`src/rtl/hzd_check_scanner_if.sv`:
```
// hzd_check_scanner_if: valid/ready byte stream from the scanner to a debug byte sink.
interface hzd_check_scanner_if;
  logic [7:0] data;
  logic       valid;
  logic       ready;
  modport master (output data, valid, input ready);
  modport slave  (input data, valid, output ready);
endinterface

```
`src/rtl/hzd_check_scanner.sv`:
```
// hzd_check_scanner: walks the check mux and streams a framed, XOR-checksummed byte snapshot.
module hzd_check_scanner #(
  parameter int         NUM_ENTRIES = 25,
  parameter logic [7:0] HEADER      = 8'hA5
) (
  input  logic                       clk,
  input  logic                       rstn,
  input  logic                       start,
  output logic [4:0]                 check_addr,
  input  logic [31:0]                check_data,
  hzd_check_scanner_if.master        tx,
  output logic                       busy,
  output logic                       done
);
  typedef enum logic [2:0] {IDLE, HDR, CAPT, BYTE, SUM} state_t;
  localparam logic [4:0] LAST = 5'(NUM_ENTRIES - 1);
  state_t      state, next;
  logic [31:0] word;
  logic [7:0]  sum;
  logic [1:0]  byte_idx;
  logic        acc;
  always_ff @(posedge clk or negedge rstn)
    if (!rstn) state <= IDLE;
    else       state <= next;
  always_comb begin
    next     = state;
    tx.valid = state inside {HDR, BYTE, SUM};
    tx.data  = state == HDR  ? HEADER :
               state == BYTE ? word[{byte_idx, 3'b000} +: 8] :
               state == SUM  ? sum : 8'h00;
    acc      = tx.valid && tx.ready;
    case (state)
      IDLE:    next = start ? HDR : IDLE;
      HDR:     next = acc ? CAPT : HDR;
      CAPT:    next = BYTE;
      BYTE:    next = !(acc && byte_idx == 2'd3) ? BYTE : check_addr == LAST ? SUM : CAPT;
      SUM:     next = acc ? IDLE : SUM;
      default: next = IDLE;
    endcase
  end
  assign busy = state != IDLE;
  // check_addr only advances once the last byte of an entry leaves, so the mux is stable through CAPT
  always_ff @(posedge clk or negedge rstn)
    if (!rstn) begin
      check_addr <= '0;
      word       <= '0;
      sum        <= '0;
      byte_idx   <= '0;
      done       <= 1'b0;
    end else begin
      done <= state == SUM && acc;
      if (state == IDLE && start) sum <= '0;
      if (state == CAPT) begin
        word     <= check_data;
        byte_idx <= '0;
      end
      if (state == BYTE && acc) begin
        sum      <= sum ^ tx.data;
        byte_idx <= byte_idx + 2'd1;
        if (byte_idx == 2'd3 && check_addr != LAST) check_addr <= check_addr + 5'd1;
      end
      if (state == SUM && acc) check_addr <= '0;
    end
endmodule

```
`src/flat_wrapper.sv`:
```
// flat-port wrapper written by rule: the top's interface ports become plain ports
module hzd_check_scanner_flat 
#(
  parameter int         NUM_ENTRIES = 25,
  parameter logic [7:0] HEADER      = 8'hA5
)
  (clk, rstn, start, check_addr, check_data, busy, done, tx_data, tx_valid, tx_ready);
  hzd_check_scanner_if tx_i ();
  input  logic clk;
  input  logic rstn;
  input  logic start;
  output logic [4:0] check_addr;
  input  logic [31:0] check_data;
  output logic busy;
  output logic done;
  output wire logic [$bits(tx_i.data)-1:0] tx_data;
  output wire logic [$bits(tx_i.valid)-1:0] tx_valid;
  input wire logic [$bits(tx_i.ready)-1:0] tx_ready;
  assign tx_data = tx_i.data;
  assign tx_valid = tx_i.valid;
  assign tx_i.ready = tx_ready;
  hzd_check_scanner #(.NUM_ENTRIES(NUM_ENTRIES), .HEADER(HEADER)) u_core (.clk(clk), .rstn(rstn), .start(start), .check_addr(check_addr), .check_data(check_data), .tx(tx_i), .busy(busy), .done(done));
endmodule
```
`config.mk`:
```
export PLATFORM = sky130hd
export DESIGN_NAME = hzd_check_scanner_flat
export DESIGN_NICKNAME = d
export VERILOG_FILES = /design/src/rtl/hzd_check_scanner_if.sv /design/src/rtl/hzd_check_scanner.sv /design/src/flat_wrapper.sv
export SDC_FILE = /design/constraint.sdc
export NUM_CORES = 1
export LEC_CHECK = 0
export BUFFER_PORTS_ARGS = -buffer_cell sky130_fd_sc_hd__buf_2
export CAP_MARGIN = 20
export CORE_MARGIN = 2
export CORE_UTILIZATION = 30
export CTS_CLUSTER_DIAMETER = 40
export CTS_CLUSTER_SIZE = 10
export DETAILED_ROUTE_END_ITERATION = 10
export PLACE_DENSITY = 0.61
export SYNTH_ARGS = -nofsm -noshare
export SYNTH_HDL_FRONTEND = slang
export SYNTH_SLANG_ARGS = --single-unit
export TNS_END_PERCENT = 1
```
`constraint.sdc`:
```
create_clock -name clk -period 1.8 [get_ports clk]
set_input_delay 0.09 -clock clk [delete_from_list [all_inputs] [get_ports clk]]
set_output_delay 0.09 -clock clk [all_outputs]
set_load 0.02 [all_outputs]
```
=== After elaboration in Yosys (flattened, before gate mapping) ===
Index checks and enable logic that the tools add are counted.

* Equal/unequal tests: 7
* Reduce and logical (&&, ||, !) cells: 14
* Shift-type cells: 1
* Bitwise operators: 1
* Muxes and demuxes: 16
* $add $sub $neg: 2

{| class="wikitable"
|+ Operators with widths
! cell !! count
|-
| $mux 8 || 5
|-
| $shiftx 32x6->8 || 1
|-
| $mux 5 || 3
|-
| $pmux 3 s5 || 1
|-
| $mux 3 || 3
|-
| $reduce_bool 2->1 || 4
|-
| $xor 8x8->8 || 1
|-
| $eq 3x2->1 const B || 2
|-
| $logic_and 1x1->1 || 6
|-
| $mux 2 || 3
|-
| $reduce_bool 3->1 || 2
|-
| $add 5x1->5 const B || 1
|-
| $eq 5x5->1 const B || 1
|-
| $ne 5x5->1 const B || 1
|-
| $eq 3x1->1 const B || 1
|-
| $eq 3x3->1 const B || 1
|-
| $logic_not 3->1 || 1
|-
| $add 2x1->2 const B || 1
|-
| $eq 2x2->1 const B || 1
|-
| $reduce_and 2->1 || 1
|-
| $mux 1 || 1
|}

* Output and inout port bits: 16
* Bits of input ports: 36
* Register bits: 51

=== Longest topological paths before layout ===
* Depth after elaboration: 6
* Gate-level depth with buffers: 6

=== Worst setup path after synthesis ===
Ideal clock, no wire load.

* Path type: register to register
* Start: register u_core.check_addr[0]
* End: register u_core.check_addr[2]
* Arrival time: 1.553 ns
* Stages on the path, launching flop included: 6
* Slack: 0.169 ns
* Period minus slack after synthesis: 1.631 ns
* Cell sequence: dfrtp_1 -> inv_1 -> ha_1 -> and4b_1 -> or4_1 -> a21oi_1

* Longest elaborated chain between the ends: 4
* Elaborated cells between the ends (all ways): 8
* Classes of those cells: 1 x add/sub; 1 x eq/ne; 3 x mux; 3 x reduce/logical

{| class="wikitable"
|+ Ends and longest elaborated chain
! what !! RTL line !! RTL
|-
| start, declared || hzd_check_scanner.sv:9 || <nowiki>output logic [4:0] check_addr,</nowiki>
|-
| start signal, assigned || hzd_check_scanner.sv:60 || <nowiki>if (byte_idx == 2'd3 && check_addr != LAST) check_addr <= check_addr + 5'd1;</nowiki>
|-
| $add 5x1->5 or $ne 5x5->1 (tied branches) || hzd_check_scanner.sv:60 ||
|-
| $mux 5 or $logic_and 1x1->1 (tied branches) || hzd_check_scanner.sv:60 ||
|-
| $mux 5 or $reduce_bool 2->1 (tied branches) || n/a ||
|-
| $mux 5 or $reduce_and 2->1 (tied branches) || n/a ||
|}

Several ways; a longest one is shown, not always the timed one. The select of a mux whose other input is x is not followed.
A chain may end at the register's enable or synchronous reset.

=== Worst setup path after layout ===
* Start: register u_core.byte_idx[0]
* End: output tx_data[3]

* Longest elaborated chain between the ends: 3

{| class="wikitable"
|+ Ends and longest elaborated chain
! what !! RTL line !! RTL
|-
| start, declared || hzd_check_scanner.sv:20 || <nowiki>logic [1:0] byte_idx;</nowiki>
|-
| start signal, assigned || hzd_check_scanner.sv:59 || <nowiki>byte_idx <= byte_idx + 2'd1;</nowiki>
|-
| $shiftx 32x6->8 || hzd_check_scanner.sv:29 || <nowiki>state == BYTE ? word[{byte_idx, 3'b000} +: 8] :</nowiki>
|-
| $mux 8 || hzd_check_scanner.sv:29 ||
|-
| $mux 8 || hzd_check_scanner.sv:28 || <nowiki>tx.data = state == HDR ? HEADER :</nowiki>
|-
| end, declared || flat_wrapper.sv:16 || <nowiki>output wire logic [$bits(tx_i.data)-1:0] tx_data;</nowiki>
|}

Every way passes these cells.

==> flow_metrics.tcl <==
set metrics [dict create \
    cp.buffers_inverters 2 \
    yosys-top-cells-count "51 x dfrtp_1, 41 x mux2_2, 12 x nand2_1" \
    grtUsageTotal_pct 12.6 \
    holdWs_ps 5.77 \
    finalInstanceArea_mm2 0.00339 \
    power.density_mw_per_mm2 1610 \
    syn_area_mm2 0.00263 \
    place_ws_ps 129 \
    path_clk_slew_ps 110 \
    die_x_um 97.5 \
    slew_headroom_pct 67.9 \
    fin_skew_ps 12.9 \
    vias 2028 \
    ys_warn_count 0 \
    row_count 34 \
    cts_buffers 5 \
    drive_above_1_share_pct 46.0 \
    avgViaCountPerCell 5.00 \
    gp_congestion 0.789 \
    syn_area_per_cell_um2 12.3 \
    crit_slowest_cell "mux4_2" \
    synth_top_area_share_pct 48.6 \
    final_util_pct 39.4 \
    synth_cells 214 \
    final_nets 336 \
    failed_checks "setup timing" \
    hpwl_um 4280 \
    drt-met1-wl_um 2960 \
    rsz0062_at_grt "yes" \
    antenna_found_initial 0 \
    wl_met3_um 203 \
    pin_count 52 \
    ys_types 41 \
    synth-edff-count 0 \
    path_max_fanout 5 \
    cts.path.max_buffers 2 \
    max_freq_mhz 548 \
    synth-seq-cells 51 \
    dr.pass1.iters 4 \
    fp.dieArea_mm2 0.00951 \
    die_h_um 97.5 \
    insertion_delay_ps 320 \
    grt_first_pass_wirelength_um 9820 \
    yosys.area.top_type "dfrtp_1" \
    root_buffer "clkbuf_8" \
    worstPathCellList "buf_6, mux4_2, a22o_1, buf_2" \
    leakage_uw 0.00151 \
    setup_violations 5 \
    wl_met2_um 2760 \
    synth_ff_type "dfrtp_1" \
    placed_area_mm2 0.00304 \
    num-fill-cells 863 \
    synth_area_leaders "dfrtp_1 49%, mux2_2 18%, mux4_2 3.4%" \
    syn_to_final_growth_pct 29.1 \
    period_share_pct 101 \
    crit_type "reg -> out" \
    fin_crit_ps 1820 \
    timing.final.ws_setup_ps -24.1 \
    status "finished, violations left" \
    peakVddDrop_uv 507 \
    hold_viol 0 \
    cp-end-kind "output pin" \
    highest_layer "met4" \
    worst_path_dominant_cell_family "multiplexers" \
    drv_slew 0 \
    drt_iter0_markers 98 \
    seq_area_frac_synth_pct 48.6 \
    antenna_left 0 \
    grt_pass1_vias 1998 \
    start_kind "flop" \
    io_buffers 51 \
    grt_overflow 0 \
    core_area_mm2 0.00859 \
    cts_tree "yes" \
    synthesis.nets 253 \
    post-synth-top-count-cell "dfrtp_1" \
    grt_start_max_net_pins 22 \
    start_util_pct 30.5 \
    antenna_cells 0 \
    drcViolationCount 0 \
    crit_arrival_ps 1730 \
    hold_path.class "in -> reg" \
    worst-slew-pin-transition_ps 482 \
    cp.required_ps 1710 \
    wl_um 5980 \
    crit_path_max_incr_delay_ps 520 \
    cap_viol_max_count 0 \
    cts_sinks 51 \
    synth-async-reset-ratio_pct 100 \
    wl_per_cell_um 14.7 \
    cts-htree-levels 2 \
]
per-layer routing:
metal / vias to the layer above / track usage [%]
met1: 1013 / 17.8
met4: 0 / 3.53
met2: 40 / 19.7
li1: 969 / -
met3: 6 / 2.59
met5: - / 0
per-stage QoR:
step	TNS (ps)	std cells	total power [uW]
global placement	0	373	4470
CTS	-453	396	5410
detailed placement	0	373	4540
global route	-676	406	5870
finish	-91.3	406	5470
floorplan	0	214	3830
cells in the final DEF, fill, tap and decap left out, types with 3 or more instances in the layout:
cell,netlist,final
nor3_1,4,4
a211oi_1,5,5
buf_6,3,3
o221ai_1,4,4
inv_1,9,9
nand2b_1,7,6
a22o_1,4,4
nand3_1,3,3
dfrtp_1,51,50
o22ai_1,8,8
ha_1,3,3
clkbuf_8,0,5
a21oi_1,10,10
o22a_1,4,4
mux2_2,41,41
dlygate4sd3_1,0,14
nand2_1,12,11
buf_2,5,49
a22oi_1,4,4
a31oi_1,4,4
buf_4,3,23
mux4_2,4,4
sequential cells by signal, indices dropped and copies added, names as in the netlist:
| name | flops |
|---|---|
| u_core.word | 32 |
| u_core.sum | 8 |
| u_core.check_addr | 5 |
| u_core.state | 3 |
| u_core.byte_idx | 2 |
| u_core.done | 1 |
cell families after synthesis:
family                   after synthesis  share of synthesized area (%)
AO/OA/AOI/OAI                         47                           12.4
adder cells (fa/ha/maj)                3                           1.43
buffers and inverters                 23                           4.81
flip-flops                            51                           48.6
multiplexers                          48                           22.4
AND/OR/NAND/NOR                       42                           10.3
report_power, final:
part | internal, uW | switching, uW | leakage, uW | total, uW
Combinational | 1470 | 1290 | 0.000854 | 2760
Sequential | 1680 | 316 | 0.000604 | 1990
Clock | 289 | 428 | 0.0000502 | 717
Total | 3440 | 2030 | 0.00151 | 5470
worst paths after layout:
| path | from | end | slack [ps] | cells after the start |
|---|---|---|---|---|
| max | u_core.byte_idx[0]$_DFFE_PN0P_ | tx_data[3] | -20 | 4 |
| min | check_data[12] | u_core.word[12]$_DFFE_PN0P_ | 6 | 2 |
| max reg2reg | u_core.state[1]$_DFF_PN0_ | u_core.sum[3]$_DFFE_PN0P_ | 80 | 3 |
| min reg2reg | u_core.sum[3]$_DFFE_PN0P_ | u_core.sum[3]$_DFFE_PN0P_ | 500 | 1 |
| max in group asynchronous | rstn | u_core.state[2]$_DFF_PN0_ | 870 | 3 |
| min in group asynchronous | rstn | u_core.sum[7]$_DFFE_PN0P_ | 260 | 2 |
layout make-up:
type,count,area [um2],area share [%]
Clock buffer,5,68.8,2.03
Multi-Input combinational cell,140,1230,36.4
Timing Repair Buffer,90,612,18.1
Inverter,9,33.8,0.997
Sequential cell,51,1280,37.7
Tap cell,108,135,3.99
Clock inverter,3,28.8,0.849
repair_timing:
item | CTS | global route
endpoints found under the setup margin | 8 | 9
pin swaps | 2 | 0
hold endpoints to repair | 31 | 1
buffers inserted | 2 | 9
hold buffers | 13 | 1
resized for setup | 7 | 2
No activity file was read; power rests on OpenSTA's default activity.
